[src/rtl/load_return_unit_if.sv]
// load_return_unit_if
//   Groups the pipeline-side request/response signals and the data-bus read
//   signals of the load return unit.
//   slave  : used by load_return_unit (takes requests, issues bus reads).
//   master : used by whatever drives the unit (pipeline plus bus model).
// Signals:
//   flush        pipeline -> unit  abort the in-flight load
//   req_valid    pipeline -> unit  load request present
//   req_addr     pipeline -> unit  byte address
//   req_op       pipeline -> unit  0 none, 1 lw, 2 lh, 3 lhu, 4 lb, 5 lbu
//   req_ready    unit -> pipeline  unit can accept a request
//   stall        unit -> pipeline  pipeline hold
//   bus_rd_en    unit -> bus       one-cycle read strobe
//   bus_addr     unit -> bus       word-aligned read address
//   bus_rdata    bus -> unit       read data
//   bus_rvalid   bus -> unit       read data valid
//   resp_valid   unit -> pipeline  one-cycle result pulse
//   resp_data    unit -> pipeline  extended load result
//   resp_exc     unit -> pipeline  exception flag
//   resp_exccode unit -> pipeline  4 AdEL, 7 bus timeout
interface load_return_unit_if;
  logic        flush;
  logic        req_valid;
  logic [31:0] req_addr;
  logic [2:0]  req_op;
  logic        req_ready;
  logic        stall;
  logic        bus_rd_en;
  logic [31:0] bus_addr;
  logic [31:0] bus_rdata;
  logic        bus_rvalid;
  logic        resp_valid;
  logic [31:0] resp_data;
  logic        resp_exc;
  logic [4:0]  resp_exccode;

  modport slave (
    input  flush, req_valid, req_addr, req_op, bus_rdata, bus_rvalid,
    output req_ready, stall, bus_rd_en, bus_addr,
           resp_valid, resp_data, resp_exc, resp_exccode
  );

  modport master (
    output flush, req_valid, req_addr, req_op, bus_rdata, bus_rvalid,
    input  req_ready, stall, bus_rd_en, bus_addr,
           resp_valid, resp_data, resp_exc, resp_exccode
  );
endinterface

[src/rtl/load_return_unit.sv]
// load_return_unit
//   MEM-stage load path: accepts one load at a time, checks address/width
//   against the memory map, issues a word-aligned bus read, waits for the
//   read data and returns the sign/zero-extended result (or an AdEL
//   exception) with a one-cycle response pulse. stall holds the pipeline
//   while a load is outstanding.
// Ports:
//   clk      clock, rising edge
//   reset_n  asynchronous active-low reset
//   lru      load_return_unit_if.slave (request, bus and response signals)
// Parameters:
//   TIMEOUT_CYCLES  WAIT cycles without read data before a bus timeout
// Build option:
//   LOAD_TIMEOUT_EN  when defined, a load whose data does not arrive within
//                    TIMEOUT_CYCLES WAIT cycles returns exception code 7 and
//                    the late data is dropped. Undefined: WAIT never times out.
//
// state | meaning
// IDLE  | ready for a request (unless a dropped read is still outstanding)
// ISSUE | bus read strobe for the latched, word-aligned address
// WAIT  | waiting for bus_rvalid
// RESP  | one-cycle response with data or exception
module load_return_unit #(
  parameter int TIMEOUT_CYCLES = 16
) (
  input logic               clk,
  input logic               reset_n,
  load_return_unit_if.slave lru
);

  typedef enum logic [1:0] {IDLE, ISSUE, WAIT, RESP} state_t;

  localparam logic [2:0] OP_LW  = 3'd1;
  localparam logic [2:0] OP_LH  = 3'd2;
  localparam logic [2:0] OP_LHU = 3'd3;
  localparam logic [2:0] OP_LB  = 3'd4;
  localparam logic [2:0] OP_LBU = 3'd5;

  localparam logic [4:0] EXC_ADEL    = 5'd4;
  localparam logic [4:0] EXC_TIMEOUT = 5'd7;

  if (TIMEOUT_CYCLES < 1) begin : g_bad_cfg
    $error("load_return_unit: TIMEOUT_CYCLES must be at least 1");
  end

  state_t      state_q, state_nxt;
  logic [31:0] addr_q, addr_nxt;
  logic [2:0]  op_q, op_nxt;
  logic        drop_q, drop_nxt;
  logic [31:0] data_q, data_nxt;
  logic        exc_q, exc_nxt;
  logic [4:0]  code_q, code_nxt;

  logic        req_op_ok;
  logic        req_addr_bad;
  logic        timeout_hit;
  logic [7:0]  byte_sel;
  logic [15:0] half_sel;
  logic [31:0] load_data;

  function automatic logic addr_bad(input logic [31:0] a, input logic [2:0] op);
    logic in_dm;
    logic in_tmr;
    logic in_int;
    logic misaligned;
    in_dm      = (a <= 32'h0000_2FFF);
    in_tmr     = ((a >= 32'h0000_7F00) && (a <= 32'h0000_7F0B)) ||
                 ((a >= 32'h0000_7F10) && (a <= 32'h0000_7F1B));
    in_int     = (a >= 32'h0000_7F20) && (a <= 32'h0000_7F23);
    misaligned = ((op == OP_LW) && (a[1:0] != 2'b00)) ||
                 (((op == OP_LH) || (op == OP_LHU)) && a[0]);
    // timer registers only support full-word access
    return !(in_dm || in_tmr || in_int) || misaligned || (in_tmr && (op != OP_LW));
  endfunction

  assign req_op_ok    = (lru.req_op >= OP_LW) && (lru.req_op <= OP_LBU);
  assign req_addr_bad = addr_bad(lru.req_addr, lru.req_op);

`ifdef LOAD_TIMEOUT_EN
  localparam int CW = $clog2(TIMEOUT_CYCLES) + 1;

  logic [CW-1:0] wait_cnt_q;

  // loaded while issuing, counts down through WAIT, zero elsewhere
  always_ff @(posedge clk or negedge reset_n) begin
    if (!reset_n) begin
      wait_cnt_q <= '0;
    end else if (state_q == ISSUE) begin
      wait_cnt_q <= CW'(TIMEOUT_CYCLES - 1);
    end else if ((state_q == WAIT) && (wait_cnt_q != '0)) begin
      wait_cnt_q <= wait_cnt_q - 1'b1;
    end else begin
      wait_cnt_q <= '0;
    end
  end

  assign timeout_hit = (state_q == WAIT) && (wait_cnt_q == '0);
`else
  assign timeout_hit = 1'b0;
`endif

  always_comb begin
    byte_sel = lru.bus_rdata[7:0];
    case (addr_q[1:0])
      2'd0:    byte_sel = lru.bus_rdata[7:0];
      2'd1:    byte_sel = lru.bus_rdata[15:8];
      2'd2:    byte_sel = lru.bus_rdata[23:16];
      default: byte_sel = lru.bus_rdata[31:24];
    endcase
    half_sel = addr_q[1] ? lru.bus_rdata[31:16] : lru.bus_rdata[15:0];
    case (op_q)
      OP_LH:   load_data = {{16{half_sel[15]}}, half_sel};
      OP_LHU:  load_data = {16'h0000, half_sel};
      OP_LB:   load_data = {{24{byte_sel[7]}}, byte_sel};
      OP_LBU:  load_data = {24'h000000, byte_sel};
      default: load_data = lru.bus_rdata;
    endcase
  end

  always_comb begin
    state_nxt = state_q;
    addr_nxt  = addr_q;
    op_nxt    = op_q;
    drop_nxt  = drop_q;
    data_nxt  = data_q;
    exc_nxt   = exc_q;
    code_nxt  = code_q;

    // a read abandoned by flush or timeout completes outside WAIT
    if ((state_q != WAIT) && lru.bus_rvalid) begin
      drop_nxt = 1'b0;
    end

    case (state_q)
      IDLE: begin
        if (!lru.flush && !drop_q && lru.req_valid && req_op_ok) begin
          addr_nxt = lru.req_addr;
          op_nxt   = lru.req_op;
          data_nxt = 32'h0;
          if (req_addr_bad) begin
            exc_nxt   = 1'b1;
            code_nxt  = EXC_ADEL;
            state_nxt = RESP;
          end else begin
            exc_nxt   = 1'b0;
            code_nxt  = 5'd0;
            state_nxt = ISSUE;
          end
        end
      end
      ISSUE: begin
        state_nxt = lru.flush ? IDLE : WAIT;
      end
      WAIT: begin
        if (lru.flush) begin
          // data arriving with the flush is simply discarded
          drop_nxt  = !lru.bus_rvalid;
          state_nxt = IDLE;
        end else if (lru.bus_rvalid) begin
          data_nxt  = load_data;
          exc_nxt   = 1'b0;
          code_nxt  = 5'd0;
          state_nxt = RESP;
        end else if (timeout_hit) begin
          data_nxt  = 32'h0;
          exc_nxt   = 1'b1;
          code_nxt  = EXC_TIMEOUT;
          drop_nxt  = 1'b1;
          state_nxt = RESP;
        end
      end
      RESP: begin
        state_nxt = IDLE;
      end
      default: begin
        state_nxt = IDLE;
      end
    endcase
  end

  always_ff @(posedge clk or negedge reset_n) begin
    if (!reset_n) begin
      state_q <= IDLE;
      addr_q  <= 32'h0;
      op_q    <= 3'd0;
      drop_q  <= 1'b0;
      data_q  <= 32'h0;
      exc_q   <= 1'b0;
      code_q  <= 5'd0;
    end else begin
      state_q <= state_nxt;
      addr_q  <= addr_nxt;
      op_q    <= op_nxt;
      drop_q  <= drop_nxt;
      data_q  <= data_nxt;
      exc_q   <= exc_nxt;
      code_q  <= code_nxt;
    end
  end

  assign lru.req_ready    = (state_q == IDLE) && !drop_q;
  assign lru.stall        = ((state_q == IDLE) && lru.req_valid && req_op_ok) ||
                            (state_q == ISSUE) || (state_q == WAIT);
  assign lru.bus_rd_en    = (state_q == ISSUE);
  assign lru.bus_addr     = {addr_q[31:2], 2'b00};
  assign lru.resp_valid   = (state_q == RESP) && !lru.flush;
  assign lru.resp_data    = data_q;
  assign lru.resp_exc     = exc_q;
  assign lru.resp_exccode = code_q;

endmodule

[src/flat_wrapper.sv]
// flat-port wrapper written by rule: the top's interface ports become plain ports
module load_return_unit_flat 
#(
  parameter int TIMEOUT_CYCLES = 16
)
  (clk, reset_n, lru_flush, lru_req_valid, lru_req_addr, lru_req_op, lru_bus_rdata, lru_bus_rvalid, lru_req_ready, lru_stall, lru_bus_rd_en, lru_bus_addr, lru_resp_valid, lru_resp_data, lru_resp_exc, lru_resp_exccode);
  load_return_unit_if lru_i ();
  input logic clk;
  input logic reset_n;
  input wire logic [$bits(lru_i.flush)-1:0] lru_flush;
  input wire logic [$bits(lru_i.req_valid)-1:0] lru_req_valid;
  input wire logic [$bits(lru_i.req_addr)-1:0] lru_req_addr;
  input wire logic [$bits(lru_i.req_op)-1:0] lru_req_op;
  input wire logic [$bits(lru_i.bus_rdata)-1:0] lru_bus_rdata;
  input wire logic [$bits(lru_i.bus_rvalid)-1:0] lru_bus_rvalid;
  output wire logic [$bits(lru_i.req_ready)-1:0] lru_req_ready;
  output wire logic [$bits(lru_i.stall)-1:0] lru_stall;
  output wire logic [$bits(lru_i.bus_rd_en)-1:0] lru_bus_rd_en;
  output wire logic [$bits(lru_i.bus_addr)-1:0] lru_bus_addr;
  output wire logic [$bits(lru_i.resp_valid)-1:0] lru_resp_valid;
  output wire logic [$bits(lru_i.resp_data)-1:0] lru_resp_data;
  output wire logic [$bits(lru_i.resp_exc)-1:0] lru_resp_exc;
  output wire logic [$bits(lru_i.resp_exccode)-1:0] lru_resp_exccode;
  assign lru_i.flush = lru_flush;
  assign lru_i.req_valid = lru_req_valid;
  assign lru_i.req_addr = lru_req_addr;
  assign lru_i.req_op = lru_req_op;
  assign lru_i.bus_rdata = lru_bus_rdata;
  assign lru_i.bus_rvalid = lru_bus_rvalid;
  assign lru_req_ready = lru_i.req_ready;
  assign lru_stall = lru_i.stall;
  assign lru_bus_rd_en = lru_i.bus_rd_en;
  assign lru_bus_addr = lru_i.bus_addr;
  assign lru_resp_valid = lru_i.resp_valid;
  assign lru_resp_data = lru_i.resp_data;
  assign lru_resp_exc = lru_i.resp_exc;
  assign lru_resp_exccode = lru_i.resp_exccode;
  load_return_unit #(.TIMEOUT_CYCLES(TIMEOUT_CYCLES)) u_core (.clk(clk), .reset_n(reset_n), .lru(lru_i));
endmodule
[config.mk]
export PLATFORM = sky130hd
export DESIGN_NAME = load_return_unit_flat
export DESIGN_NICKNAME = d
export VERILOG_FILES = /design/src/rtl/load_return_unit_if.sv /design/src/rtl/load_return_unit.sv /design/src/flat_wrapper.sv
export SDC_FILE = /design/constraint.sdc
export NUM_CORES = 1
export LEC_CHECK = 0
export BUFFER_PORTS_ARGS = -buffer_cell sky130_fd_sc_hd__buf_2
export CAP_MARGIN = 10
export CORE_AREA = 8 8 115 117
export CTS_CLUSTER_SIZE = 24
export DETAILED_ROUTE_END_ITERATION = 8
export DIE_AREA = 0 0 123 125
export PLACE_DENSITY = 0.67
export SYNTH_ARGS = -nofsm -noshare
export SYNTH_HDL_FRONTEND = slang
export SYNTH_SLANG_ARGS = --single-unit
[constraint.sdc]
create_clock -name clk -period 3.3 [get_ports clk]
set_input_delay 0.33 -clock clk [delete_from_list [all_inputs] [get_ports clk]]
set_output_delay 0.33 -clock clk [all_outputs]
set_load 0.005 [all_outputs]
# After elaboration in Yosys (flattened, before gate mapping)
# Cells that the tools add are included.
# Widths: inputs -> output; s select.
[op_classes] mux=26 magnitude_cmp=9 eq_ne=18 n_reduce_logical=35
[ops] operator="$pmux 32 s4" count=1
[ops] operator="$ge 32x15->1 const B" count=3
[ops] operator="$le 32x15->1 const B" count=3
[ops] operator="$mux 32" count=3
[ops] operator="$pmux 32 s2" count=1
[ops] operator="$le 32x14->1 const B" count=1
[ops] operator="$pmux 8 s3" count=1
[ops] operator="$mux 16" count=1
[ops] operator="$logic_and 1x1->1" count=15
[ops] operator="$mux 5" count=3
[ops] operator="$eq 3x2->1 const B" count=4
[ops] operator="$mux 2" count=5
[ops] operator="$pmux 5 s2" count=1
[ops] operator="$logic_or 1x1->1" count=9
[ops] operator="$pmux 2 s4" count=1
[ops] operator="$mux 1" count=7
[ops] operator="$eq 2x2->1 const B" count=3
[ops] operator="$eq 3x3->1 const B" count=2
[ops] operator="$ne 2x2->1 const B" count=3
[ops] operator="$eq 2x1->1 const B" count=2
[ops] operator="$logic_not 1->1" count=4
[ops] operator="$logic_not 2->1" count=2
[ops] operator="$reduce_and 2->1" count=2
[ops] operator="$reduce_and 4->1" count=1
[ops] operator="9 further kinds" count=10
[totals] register_bits=76 out_inout_bits=74

# Depth between registers and ports, before layout
# Gate-level depths: netlist (run 1).
[logic_depth] ltp_word=11 ltp_mapped=7 ltp_nobuf=5

# Worst setup path before layout (run 1)
# No wires, ideal clock.
[synth_timing] path_type="flip-flop to flip-flop" startpoint="reg u_core.addr_q[0]" endpoint="reg u_core.data_q[16] (netlist: u_core.lru.resp_data[16])" setup_time_ns=0.123 t_arrival_ns=1.698 path_slack_ns=1.479 path_stages_with_launch=8 synth_period_minus_slack_ns=1.821 cell_sequence="dfrtp_1 buf_2 nor2_1 mux4_2 nand2_1 a21bo_1 buf_2 o2bb2ai_1"
[synth_between] elab_chain_cells=6
[synth_lines] element="from (decl)" line_no="load_return_unit.sv:47" text="logic [31:0] addr_q, addr_nxt;"
[synth_lines] element="from (signal assigned)" line_no="load_return_unit.sv:192" text="addr_q <= addr_nxt;"
[synth_lines] element="$eq 2x2->1, or another cell as far along" line_no="load_return_unit.sv:104" text="case (addr_q[1:0])"
[synth_lines] element="$pmux 8 s3 (*)" line_no="load_return_unit.sv:104"
[synth_lines] element="$pmux 32 s4 (*)" line_no="load_return_unit.sv:111" text="case (op_q)"
[synth_lines] element="$mux 32 (*)" line_no="load_return_unit.sv:159" text="end else if (lru.bus_rvalid) begin"
[synth_lines] element="$mux 32 (*)" line_no="load_return_unit.sv:155" text="if (lru.flush) begin"
[synth_lines] element="$pmux 32 s2 (*)" line_no="load_return_unit.sv:134" text="case (state_q)"
[synth_lines] element="to (signal assigned)" line_no="load_return_unit.sv:195" text="data_q <= data_nxt;"
[synth_lines] element="to (decl)" line_no="load_return_unit.sv:50" text="logic [31:0] data_q, data_nxt;"
# Every way passes the cells marked *; elsewhere a longest branch is shown, timed or not. The select of a mux whose other input is x is not followed.
# A chain may end at the register's enable or synchronous reset.

# Final worst setup path (run 1)
[layout_timing] startpoint="reg u_core.addr_q[1]" endpoint="reg u_core.data_q[17] (netlist: u_core.lru.resp_data[17])"
[layout_between] elab_chain_cells=6
[layout_lines] element="$eq 2x2->1, or another cell as far along" line_no="load_return_unit.sv:104"
[layout_lines] element="$pmux 8 s3" line_no="load_return_unit.sv:104"
[layout_lines] element="$pmux 32 s4 (*)" line_no="load_return_unit.sv:111"
[layout_lines] element="$mux 32 (*)" line_no="load_return_unit.sv:159"
[layout_lines] element="$mux 32 (*)" line_no="load_return_unit.sv:155"
[layout_lines] element="$pmux 32 s2 (*)" line_no="load_return_unit.sv:134"
# Marks and branches as above.

==> parameters.txt, run 1 <==
Parameter                              Value

Finish
  Antenna cells    0
  Filler cell count    1,137
  Share of final-layout standard cells stronger than drive strength 1    between 40% and 50%
  Net count of the finished layout    528
  P&R area growth vs syn    22.0%

Yosys
  EDFF count, synth    0
  Cells after synthesis    between 300 and 400
  Synthesis-stage register bit count    a little over 70
  Most frequent cells after synthesis    dfrtp_1 (71), buf_4 (37), o21ai_0 (33), o2bb2ai_1 (32), nor2_1 (29)
  Synthesized area    roughly 0.0039 mm²
  Warning count from the yosys run    0
  Synth area leaders    dfrtp_1 (46%), o2bb2ai_1 (7.2%), buf_4 (7.2%)
  Fraction of registers with async set/reset    100%
  Most frequently used cell type in the post-synthesis netlist    dfrtp_1
  Largest area contributor in the netlist    dfrtp_1
  Main flop type after synthesis    dfrtp_1
  Sequential element share of the synthesized area    between 40% and 50%
  Share of the synthesized area in the top cell type    45.9%
  Synth unique cells    42
  Mapped Avg Cell Area    between 10 and 15 µm²

Clock network
  Clock latency at the later pin of the worst-skew pair    ~0.34 ns
  CTS tree    built
  Clock-pin slew reported for the worst setup and hold paths after clock tree synthesis    0.06 ns
  Number of levels in the clock H-tree    3
  Number of buffers added by the clock tree synthesis step    9
  Library cell used as clock root buffer    clkbuf_16
  CTS Buffer Depth    2
  TritonCTS sink count    about 70

Timing
  Count of final setup violators    0
  Slew @ Worst Pin    0.745 ns
  RSZ-0062 raised after global routing    no
  Total negative slack    0 ns
  Fmax    450 MHz
  Final clock period utilization by the worst path    between 60% and 70%
  Slew headroom    between 50% and 60%
  Final period demand of the worst path    between 2 and 2.5 ns
  Max-slew violations    0
  Worst clock skew    between 0.006 and 0.007 ns
  Final Hold Fails    0

Setup path
  Critical path, cell by cell    inv_1, mux4_2, nand2_1, a21bo_1, o2bb2ai_1
  Reg-to-reg endpoint    u_core.lru.resp_data[17]
  Slowest cell delay on critical path    between 0.6 and 0.7 ns
  CP startpoint kind    flop
  Crit path required time    between 3 and 4 ns
  Endpoint arrival time on the critical path    approximately 2.4 ns
  Family with the most delay on the worst path    flip-flops
  Origin of the critical flop-to-flop path    u_core.addr_q[1]
  Worst reg2reg path depth    5
  Endpoint type of the worst setup path    flop
  Critical path class    flop to flop
  Maximum fanout encountered on the critical timing path    17
  Flop-to-flop setup slack    between 1 and 1.5 ns
  Number of logic stages on the critical path including buffering    5
  Critical path startpoint    u_core.addr_q[1]
  Bufs and invs on worst path    1
  End point of the critical path    u_core.lru.resp_data[17]
  Cell with the biggest individual delay on the critical path    dfrtp_1

Routing
  Drt first pass iters    4
  Residual DRC    0
  Via total after detailed routing    3,103
  Mean routed wirelength per cell    18.7 µm
  Post-detailed-routing wire length    11,400 µm
  Final ANT Viol Nets    0
  Average vias per placed instance    roughly 5.1
  Drt initial violations    approximately 330

GRT
  Antenna violations before repair    0
  Via count of the first global-routing pass    roughly 3.4k
  Global route overflow    0
  Wire length of the first global-routing pass    approximately 18,000 µm
  Global-route total usage across every layer    between 15 and 20%
  Largest net degree at the start of global routing    42

Power
  Power, Total    just over 4 mW
  Peak VDD IR    0.000438 V
  Leakage    2.33 nW
  Power Density    875 mW/mm²

Outcome
  Status    complete, no violations

Placement
  Final RePlAce weighted congestion    0.811
  Detailed Place HPWL    between 8000 and 9000 µm
  Total of buffers placed on input and output ports    139

Flow run
  Number of maximum-capacitance violations    0

Die
  Die outline area    roughly 0.015 mm²
  Number of placement rows    40
  Initial Utilization    33.4%
  Die span in x    123 µm
  Die span in y    125 µm
  Top-Level Pins    ~150
  Placeable core region    between 0.01 and 0.015 mm²

Hold path
  Type of the most critical hold path    primary input to flop
==> worst reg2reg max path, delay by kind of cell, from the launching register on <==
kind / cells / cell delay, ns
muxes: 1 / 0.37
and+or+nand+nor: 1 / 0.08
buffers and inverters: 1 / 0.38
AOI/OAI and AO/OA: 2 / 0.60
DFF: 1 / 0.67
==> power by group <==
group	switching (mW)	leakage (nW)	total, mW	internal, mW
combinational	0.779	1.30	1.65	0.872
clock	0.389	0.135	0.920	0.531
sequential	0.316	0.896	1.56	1.25
==> stage by stage <==
step	setup slack (ns)	hold WS (ns)	area (µm²)	utilization (%)	instances
CTS	1.09	0.198	4730	40.7	608
global placement	1.15	0.178	4430	38.2	591
floorplan	1.48	0.0344	3890	-	358
detailed placement	1.10	0.185	4430	38.2	591
finish	1.08	0.214	4730	40.7	608
global route	0.905	0.218	4730	40.7	608
==> cell families after synthesis <==
group           Yosys count  synth area share [%]
mux                      43                  16.5
xor+xnor                  1                 0.226
compound gates           97                  17.7
flops                    71                  45.9
other cells               1                0.0968
simple gates             60                  7.56
buf+inv                  80                  12.0
==> flip-flops by register name, indices dropped and copies added (netlist names) <==
name	flops
u_core.lru.resp_data	32
u_core.op_q	3
u_core.drop_q	1
u_core.state_q	2
u_core.addr_q	32
u_core.lru.resp_exccode	1
==> cell type report <==
type / instances / area, µm² / area share (%)
tap: 147 / 184 / 3.89
inverter: 21 / 78.8 / 1.67
multi-input combinational: 207 / 1650 / 34.9
clock buffer: 10 / 239 / 5.06
timing repair buffer: 146 / 751 / 15.9
clock inverter: 6 / 46.3 / 0.980
sequential: 71 / 1780 / 37.6
==> cells in the final DEF, fill, tap and decap left out, types with 6 or more instances in the layout <==
| cell type | Yosys | final |
|---|---|---|
| o221ai_1 | 9 | 9 |
| nor2_1 | 29 | 29 |
| mux2_2 | 18 | 18 |
| o21ai_0 | 33 | 33 |
| dfrtp_1 | 71 | 71 |
| conb_1 | 1 | 6 |
| mux4_2 | 9 | 9 |
| o22ai_1 | 9 | 9 |
| clkbuf_16 | 0 | 9 |
| mux2_4 | 15 | 15 |
| o2bb2ai_1 | 32 | 32 |
| buf_2 | 4 | 139 |
| buf_4 | 37 | 6 |
| nand2_1 | 8 | 8 |
| inv_1 | 21 | 21 |
==> layer usage <==
| layer | wire length [µm] | up-vias | GRT usage (%) |
|---|---|---|---|
| met5 | 0 | - | 0 |
| met4 | 186 | 0 | 6.24 |
| met3 | 1400 | 17 | 6.62 |
| met2 | 5170 | 172 | 22.8 |
| met1 | 4640 | 1465 | 19.1 |
| li1 | - | 1449 | - |
==> worst min-delay path by stage <==
| stage | start | depth (start not counted) | end |
|---|---|---|---|
| global placement | reset_n | 1 | u_core.addr_q[23] |
| global route | lru_req_addr[22] | 2 | u_core.addr_q[22] |
| finish | lru_bus_rvalid | 2 | u_core.drop_q |
| floorplan | reset_n | 0 | u_core.addr_q[0] |
| CTS | lru_bus_rvalid | 2 | u_core.drop_q |
| detailed placement | reset_n | 1 | u_core.addr_q[23] |
==> timing repair <==
action                    CTS  global route
gates resized for setup     0             0
hold endpoints to repair    7             0
hold buffers                1             0
setup buffers               0             0
(Power assumes the default switching activity.)
==> run 2, diff against run 1 <==
PLACE_DENSITY = 0.69   (was 0.67)
clock period = 1.8 ns   (was 3.3 ns; I/O delays follow)
==> run 2 against run 1 <==
Worst setup slack lost 0.99 ns. Critical path type unchanged. Largest cell class unchanged. Flip-flop and latch count is the same. Hold slack lost 0.13 ns.
==> parameters.txt, run 2 (synthesized netlist as in run 1, its figures left out) <==
Parameter                              Value

Outcome
  Status    complete, no violations

Routing
  Average vias per placed instance    roughly 5.1
  Via total after detailed routing    around 3.2k
  Final ANT Viol Nets    0
  Post-detailed-routing wire length    around 12,000 µm
  Drt initial violations    200
  Residual DRC    0
  Drt first pass iters    4
  Mean routed wirelength per cell    between 15 and 20 µm

Hold path
  Hold worst-path end    u_core.drop_q
  Type of the most critical hold path    primary input to flop
  Cell count of the worst hold path    2
  Start point of the worst min-delay path    lru_bus_rvalid

Timing
  Hold Slack    0.0831 ns
  RSZ-0062 raised after global routing    no
  Final clock period utilization by the worst path    95.4%
  Worst clock skew    0.00680 ns
  Count of final setup violators    0
  Fmax    between 500 and 600 MHz
  Total negative slack    0 ns
  Worst Slack Setup Final    a little over 0.08 ns
  Final Hold Fails    0
  Max-slew violations    0
  Final period demand of the worst path    approximately 1.7 ns

Clock network
  Clock-pin slew reported for the worst setup and hold paths after clock tree synthesis    ~0.060 ns
  Clock latency at the later pin of the worst-skew pair    approximately 0.34 ns
  Library cell used as clock root buffer    clkbuf_16
  CTS tree    built
  CTS Buffer Depth    2
  Number of levels in the clock H-tree    3
  Number of buffers added by the clock tree synthesis step    9
  TritonCTS sink count    71
  Post-CTS setup repair buffer count    0

Finish
  P&R area growth vs syn    26.0%
  Utilization of the core after routing    42.0%
  Net count of the finished layout    ~540
  Share of final-layout standard cells stronger than drive strength 1    between 40% and 50%
  Non-filler cells, final    roughly 620
  Highest-count cells in the layout ignoring fill and taps    buf_2 (139), dfrtp_1 (70), o21ai_0 (33)
  Final std cell area, no fill    between 0.004 and 0.005 mm²
  Antenna cells    0
  Most common library cell in the layout ignoring fill and taps    buf_2

Setup path
  Slowest cell delay on critical path    roughly 0.49 ns
  Bufs and invs on worst path    1
  Critical path class    flop to flop
  Endpoint type of the worst setup path    flop
  Origin of the critical flop-to-flop path    u_core.state_q[0]
  Flop-to-flop setup slack    between 0.08 and 0.09 ns
  Endpoint arrival time on the critical path    1.94 ns
  Cell with the biggest individual delay on the critical path    or4b_4
  CP startpoint kind    flop
  Critical path, cell by cell    nor2_1, or4b_4, buf_12, mux2_4
  Reg-to-reg endpoint    u_core.addr_q[30]
  Crit path required time    slightly above 2 ns
  Family with the most delay on the worst path    simple AND/OR/NAND/NOR gates
  Maximum fanout encountered on the critical timing path    38
  Worst reg2reg path depth    4

GRT
  Wire length of the first global-routing pass    ~18,000 µm
  Largest net degree at the start of global routing    just over 70
  Global-route total usage across every layer    between 15 and 20%
  Via count of the first global-routing pass    ~3.4k
  Antenna violations before repair    0
  Global route overflow    0

Die
  Die outline area    around 0.015 mm²
  Number of placement rows    40
  Initial Utilization    between 30% and 40%
  Placeable core region    0.0116 mm²
  Top-Level Pins    between 100 and 150
  Die span in x    between 100 and 150 µm
  Die span in y    approximately 130 µm

Power
  Power Density    between 1500 and 2000 mW/mm²
  Net switching power figure    around 2.8 mW
  Peak VDD IR    roughly 0.00063 V
  Share of power burned in the clock network    24.0%
  Gate power share    between 40% and 50%
  Pint    5.26 mW
  Reg power frac    approximately 34%
  Power, Total    8.03 mW
  Leakage    2.42 nW
  Switch share    roughly 35%

Flow run
  Number of maximum-capacitance violations    0

Placement
  Detailed Place HPWL    8940 µm
  Cell total after placement    600
  Dpl ws    ~0.055 ns
  Area of placed instances    between 0.004 and 0.005 mm²
  Final RePlAce weighted congestion    between 0.8 and 0.9
  Total of buffers placed on input and output ports    139
run 2: changes by cell type in the layout (fill, tap and decap cells not counted), sizes merged:
| cell | previous run | this run |
|---|---|---|
| bufinv | 0 | 2 |
| clkinv | 4 | 2 |
| buf | 145 | 154 |
| clkinvlp | 2 | 1 |
| clkbuf | 10 | 11 |
run 2: worst max-delay path by stage:
stage | from | slack (ns) | depth (start not counted) | endpoint
after floorplan | u_core.addr_q[0] | 0.02 | 7 | u_core.lru.resp_data[30]
after global placement | lru_req_op[1] | 0.09 | 6 | u_core.addr_q[5]
after detailed placement | lru_req_op[1] | 0.06 | 6 | u_core.addr_q[9]
after CTS | u_core.addr_q[0] | 0.08 | 6 | u_core.lru.resp_data[21]
after global routing | u_core.state_q[0] | 0.002 | 5 | u_core.lru.resp_data[29]
final | u_core.state_q[0] | 0.08 | 4 | u_core.addr_q[30]
run 2: layout make-up:
type | count | area, µm²
fillers | 1150 | 6730
well taps | 147 | 184
clock buffers | 11 | 243
multi-input cells | 207 | 1660
clock inverters | 5 | 81.3
repair buffers | 155 | 856
flip-flops and latches | 71 | 1780
inverters | 21 | 78.8
run 2: power groups by stage:
stage | combinational [mW] | sequential [mW] | clock (mW)
3_3_place_gp | 3.32 | 2.73 | 0
6_report | 3.36 | 2.74 | 1.93
2_1_floorplan | 2.47 | 2.64 | 0
3_5_place_dp | 3.41 | 2.75 | 0
4_1_cts | 3.42 | 2.75 | 1.98
5_1_grt | 3.71 | 2.83 | 2.04
run 2: per-layer routing:
| layer | wire, µm | vias to the layer above | global-route usage, % | share of wire (%) |
|---|---|---|---|---|
| met5 | 0 | - | 0 | 0 |
| met3 | 1240 | 12 | 5.99 | 11 |
| met4 | 196 | 0 | 5.95 | 1.7 |
| met1 | 4880 | 1536 | 18.6 | 42 |
| li1 | - | 1471 | - | - |
| met2 | 5390 | 137 | 23.8 | 46 |
run 2: repair_timing:
item / in CTS / in global routing
gates resized for setup: 0 / 3
hold buffers: 1 / 0
endpoints found under the hold margin: 71 / 0
endpoints found under the setup margin: 0 / 13
